===== config.mk =====
export PLATFORM = sky130hd
export DESIGN_NAME = tdma_slot_scheduler
export DESIGN_NICKNAME = d
export VERILOG_FILES = /design/src/rtl/tdma_slot_scheduler.sv
export SDC_FILE = /design/constraint.sdc
export NUM_CORES = 1
export LEC_CHECK = 0
export BUFFER_PORTS_ARGS = -buffer_cell sky130_fd_sc_hd__buf_2
export CAP_MARGIN = 20
export CORE_UTILIZATION = 50
export CTS_CLUSTER_DIAMETER = 120
export DETAILED_ROUTE_END_ITERATION = 6
export PLACE_DENSITY = 0.82
export SETUP_SLACK_MARGIN = 0.02
export SYNTH_ARGS = -nofsm -noshare
export SYNTH_HDL_FRONTEND = slang
export SYNTH_SLANG_ARGS = --single-unit

===== constraint.sdc =====
create_clock -name clk_clk -period 2.83 [get_ports clk_clk]
set_input_delay 0.1415 -clock clk_clk [delete_from_list [all_inputs] [get_ports clk_clk]]
set_output_delay 0.1415 -clock clk_clk [all_outputs]
set_load 0.03 [all_outputs]

===== src/rtl/tdma_slot_scheduler.sv =====
`default_nettype none
// ============================================================================
// Module      : tdma_slot_scheduler
// Description : Shares one TDMA send port among NUM_REQ requesters, one fixed
//               slot per requester per round, each with a 1-entry buffer.
// Revision    : 1.0 - initial release
// ============================================================================
module tdma_slot_scheduler #(
    parameter int NUM_REQ     = 4,
    parameter int SLOT_CYCLES = 16,
    parameter int ADDR_W      = 8,
    parameter int DATA_W      = 32
) (
    input  logic                       clk_clk,
    input  logic                       reset_reset_n,
    input  logic [NUM_REQ-1:0]         req_valid,
    output logic [NUM_REQ-1:0]         req_ready,
    input  logic [NUM_REQ*ADDR_W-1:0]  req_addr,
    input  logic [NUM_REQ*DATA_W-1:0]  req_data,
    output logic [ADDR_W-1:0]          tdma_send_addr,
    output logic [DATA_W-1:0]          tdma_send_data,
    output logic                       tdma_send_valid,
    output logic [$clog2(NUM_REQ)-1:0] slot_idx,
    output logic                       slot_start
);

    localparam int               c_cnt_w    = $clog2(SLOT_CYCLES);
    localparam int               c_idx_w    = $clog2(NUM_REQ);
    localparam logic [c_cnt_w-1:0] c_last_cyc = c_cnt_w'(SLOT_CYCLES - 1);
    localparam logic [c_idx_w-1:0] c_last_idx = c_idx_w'(NUM_REQ - 1);

    logic [c_cnt_w-1:0] r_cyc_cnt;
    logic [c_idx_w-1:0] r_slot_idx;
    logic               r_slot_start;
    logic [NUM_REQ-1:0] r_full;
    logic [ADDR_W-1:0]  r_buf_addr [NUM_REQ];
    logic [DATA_W-1:0]  r_buf_data [NUM_REQ];
    logic [ADDR_W-1:0]  r_send_addr;
    logic [DATA_W-1:0]  r_send_data;
    logic               r_send_valid;

    logic               w_boundary;
    logic [c_idx_w-1:0] w_next_idx;
    logic [NUM_REQ-1:0] w_load;
    logic               w_load_any;

    // w_load is the one-hot buffer drained at this boundary edge, if any.
    always_comb begin
        w_boundary = (r_cyc_cnt == c_last_cyc);
        w_next_idx = (r_slot_idx == c_last_idx) ? '0 : r_slot_idx + c_idx_w'(1);
        w_load     = '0;
        if (w_boundary) begin
            w_load = r_full & (NUM_REQ'(1) << w_next_idx);
        end
        w_load_any = |w_load;
    end

    always_ff @(posedge clk_clk) begin
        if (!reset_reset_n) begin
            r_cyc_cnt    <= c_last_cyc;
            r_slot_idx   <= c_last_idx;
            r_slot_start <= 1'b0;
        end else begin
            r_slot_start <= w_boundary;
            if (w_boundary) begin
                r_cyc_cnt  <= '0;
                r_slot_idx <= w_next_idx;
            end else begin
                r_cyc_cnt <= r_cyc_cnt + c_cnt_w'(1);
            end
        end
    end

    // Load and accept are mutually exclusive per buffer: load needs it full,
    // accept needs it empty, so an accept on its own boundary waits a round.
    always_ff @(posedge clk_clk) begin
        if (!reset_reset_n) begin
            r_full <= '0;
        end else begin
            for (int i = 0; i < NUM_REQ; i++) begin
                if (w_load[i]) begin
                    r_full[i] <= 1'b0;
                end else if (req_valid[i] && !r_full[i]) begin
                    r_full[i] <= 1'b1;
                end
            end
        end
    end

    always_ff @(posedge clk_clk) begin
        for (int i = 0; i < NUM_REQ; i++) begin
            if (req_valid[i] && !r_full[i]) begin
                r_buf_addr[i] <= req_addr[i*ADDR_W +: ADDR_W];
                r_buf_data[i] <= req_data[i*DATA_W +: DATA_W];
            end
        end
    end

    always_ff @(posedge clk_clk) begin
        if (!reset_reset_n) begin
            r_send_addr  <= '0;
            r_send_data  <= '0;
            r_send_valid <= 1'b0;
        end else if (w_boundary) begin
            if (w_load_any) begin
                r_send_addr  <= r_buf_addr[w_next_idx];
                r_send_data  <= r_buf_data[w_next_idx];
                r_send_valid <= 1'b1;
            end else begin
                r_send_addr  <= '0;
                r_send_data  <= '0;
                r_send_valid <= 1'b0;
            end
        end
    end

    assign req_ready       = ~r_full;
    assign tdma_send_addr  = r_send_addr;
    assign tdma_send_data  = r_send_data;
    assign tdma_send_valid = r_send_valid;
    assign slot_idx        = r_slot_idx;
    assign slot_start      = r_slot_start;

endmodule
`default_nettype wire


==> results.toml, run 1 <==
[clocking]
cts-resized-gates = 0
cts_made_buffers = 22
htree_levels = 1
cts_root_buffer = "clkbuf_16"
cts_max_path_buffers = 3
holdBufCountCts = 159
cts_setup_buffers = 0
cts_num_sinks = 212

[yosys]
netlist_instances = 357
syn_area_um2 = 7525
ys_ff_latch = 212
synth_cell_type_count = 25
synth_flop_cell = "edfxtp_1"
yosysTopAreaCell = "edfxtp_1"
synth_top_area_share_pct = 63.85
synth.top_cells.by_count = "edfxtp_1 (160), dfxtp_1 (52), a22o_1 (40)"
yosysSeqAreaShare_pct = 77.69
async_flop_share_pct = 0
syn_avg_cell_area_um2 = 21.08
syn_nets = 529
synth.most_common_cell = "edfxtp_1"
yosys_warnings = 0
synth_edf_count = 160
synth_area_leaders = "edfxtp_1 (64%), dfxtp_1 (14%), mux4_2 (12%)"

[floorplan]
ios = 214
initial_core_util_pct = 51.58
die_h_um = 124.7
die_width_um = 124.7
row_count = 44

[placed_design]
place.gp.congestion = 0.7560
port_buffers = 213
dp_hpwl_mm = 10.61

[status]
firstError = "[ERROR RSZ-0060] Max buffer count reached."
stop_stage = "clock tree synthesis"
outcome = "did not finish"
-- per-stage QoR --
step / worst slack, ps / cell area, um2 / util, % / cells
detailed placement: 533.1 / 8904 / 61.03 / 750
global placement: 619.3 / 8904 / 61.03 / 750
floorplan: 253.9 / 7525 / - / 357
-- logic make-up after synthesis --
logic type	count (synthesis)	synth area share [%]
xor gates and xnor gates	1	0.1164
and+or+nand+nor	14	1.048
adders and majority gates	6	0.9976
AOI/OAI and AO/OA	58	6.136
muxes	40	12.02
DFF	212	77.69
buffers and inverters	26	1.995
==> run 2: changes to the inputs <==
--- a/config.mk
+++ b/config.mk
@@ -7,11 +7,9 @@
 export LEC_CHECK = 0
 export BUFFER_PORTS_ARGS = -buffer_cell sky130_fd_sc_hd__buf_2
 export CAP_MARGIN = 20
-export CORE_UTILIZATION = 50
-export CTS_CLUSTER_DIAMETER = 120
+export CORE_UTILIZATION = 35
 export DETAILED_ROUTE_END_ITERATION = 6
-export PLACE_DENSITY = 0.82
-export SETUP_SLACK_MARGIN = 0.02
+export PLACE_DENSITY_LB_ADDON = 0.15
 export SYNTH_ARGS = -nofsm -noshare
 export SYNTH_HDL_FRONTEND = slang
 export SYNTH_SLANG_ARGS = --single-unit
==> run 2 against run 1 <==
Net effect: the flow now finishes without violations; synthesized area stayed put; synthesized cell count stayed put.
==> results.toml, run 2 <==
[floorplan]
coreArea_um2 = 21020
row_count = 53
die_area_um2 = 22090
die_h_um = 148.6
initial_core_util_pct = 35.80
die_width_um = 148.6
ios = 214

[yosys]
syn_avg_cell_area_um2 = 21.08
synth_top_area_share_pct = 63.85
yosysTopAreaCell = "edfxtp_1"
ys_ff_latch = 212
syn_area_um2 = 7525
netlist_instances = 357
synth_cell_type_count = 25
async_flop_share_pct = 0
yosys_warnings = 0
synth_edf_count = 160
syn_nets = 529
synth_area_leaders = "edfxtp_1 (64%), dfxtp_1 (14%), mux4_2 (12%)"
synth.most_common_cell = "edfxtp_1"
synth.top_cells.by_count = "edfxtp_1 (160), dfxtp_1 (52), a22o_1 (40)"
yosysSeqAreaShare_pct = 77.69
synth_flop_cell = "edfxtp_1"

[global_route]
grt_pass1_wl_mm = 29.54
antenna_found_initial = 0
grt_use_total_pct = 17.73
grt_max_degree = 42
grt-ovfl-total = 0
grt_pass1_vias = 5399

[critical_path]
r2r_end = "tdma_send_addr[4]"
crit_required_ps = 3220
end_kind = "register"
crit_arrival_ps = 2600
reg2regPathDepth = 5
cp-start-kind = "register"
path_class = "reg2reg"
rrSetupSlack_ps = 620
timing.rr.start = "slot_idx[0]"
worstPathMaxFanout = 16

[timing]
setup_ws_ps = 620.9
min_period_ps = 2209
slew_headroom_pct = 52.76
drv_slew = 0
skew_ps = 14.05
fin_tns_setup_ps = 0
fmax_mhz = 452.7
hold_ws_ps = 340.6
rsz0062_at_grt = "no"
hold_viol = 0
setup_viol_count_final = 0
period_share_pct = 78.06
worst_slew_pin_slew_ps = 707.1

[final_layout]
layout_commonest_cell = "buf_2"
nets = 924
utilization_pct = 54.32
insertedDiodeCount = 0
final_cell_mix = "buf_2 (213), dlygate4sd3_1 (165), edfxtp_1 (160)"
layout-drive-gt1-share_pct = 39.48
largest_register_ffs = 128
nFillCells = 1656
largest_register = "r_buf_data"
syn_to_final_growth_pct = 51.75

[status]
outcome = "finished clean"

[clocking]
cts_tree = "built"
htree_levels = 1
clock_latency_ps = 500
cts_max_path_buffers = 3
clk_pin_slew_worst_paths_ps = 60
cts_root_buffer = "clkbuf_16"
cts_made_buffers = 24
cts_num_sinks = 212

[min_path]
holdCritStartpoint = "req_data[70]"
hold_class = "in2reg"
min_to = "r_buf_data[2][6]"
min_path_cells = 2

[route]
vias = 4868
drt_iter0_markers = 112
firstDrtPassIters = 4
drc = 0
wirelength_mm = 19.36
ant_nets = 0
vias_per_cell = 4.658
avgRoutedWirePerCell_um = 18.53

[power]
finalPower_mw = 8.477
leakage_nw = 4.511
max-vdd-ir-drop_mv = 0.4927
p_per_area_nw_per_um2 = 742.4

[run]
drv_cap = 0

[placed_design]
dp_hpwl_mm = 11.03
pre_cts_slack_ps = 600.4
place.gp.congestion = 0.7427
port_buffers = 213
## run 2: cell counts after synthesis
Identical to the previous run, type by type.
## run 2: through the flow
stage,instance area (um2),instances
floorplan,7525,357
global placement,9017,836
detailed placement,9017,836
CTS,11420,1045
global route,11420,1045
finish,11420,1045
## run 2: power by group
group / total, mW / switching [mW] / internal (mW)
clock: 2.92 / 1.20 / 1.72
combinational: 1.83 / 0.877 / 0.949
sequential: 3.73 / 0.109 / 3.62
total: 8.48 / 2.18 / 6.29
## run 2: worst max path at each step
stage                startpoint           endpoint  slack, ps
finish              slot_idx[0]  tdma_send_addr[4]        620
global route        slot_idx[0]  tdma_send_addr[6]        460
CTS                 slot_idx[0]  tdma_send_addr[4]        570
detailed placement  slot_idx[0]  tdma_send_addr[4]        600
global placement    slot_idx[0]  tdma_send_addr[6]        610
floorplan             r_full[0]   r_buf_addr[0][0]        250
## run 2: cell families (layout without fill, tap and decap cells)
family	count (synthesis)	count (layout)	share of synthesized area [%]
flops	212	212	77.69
compound gates	58	58	6.136
mux	40	40	12.02
buf+inv	26	439	1.995
simple gates	14	14	1.048
fa+ha+maj	6	6	0.9976
xor+xnor	1	1	0.1164
## run 2: repair_timing
action,CTS,global route
resized for setup,0,0
buffers inserted,0,0
hold endpoints to repair,171,0
hold buffers,165,0
## run 2: routing by layer
layer	vias up	wire [um]	track usage [%]	share of wire, %
li1	2265	-	-	-
met1	2408	7727	20.97	40
met2	163	10190	32.50	53
met3	32	1009	3.528	5.2
met4	0	436	4.845	2.3
met5	-	0	0	0
## run 2: final cells by class
class / instances / area (um2) / area share [%]
inverter: 7 / 26.28 / 0.2301
multi-input combinational: 119 / 1598 / 13.99
sequential: 212 / 5846 / 51.19
tap: 275 / 344.1 / 3.013
clock inverter: 8 / 42.54 / 0.3726
clock buffer: 36 / 706.9 / 6.191
timing repair buffer: 388 / 2855 / 25.01
## run 2: critical path, cell delays in order (launching register included)
cell,delay [ps]
dfxtp_1,470
inv_1,160
ha_4,500
buf_12,230
mux4_2,520
a22o_1,190
Note: power is estimated with default switching activity, not from simulation.
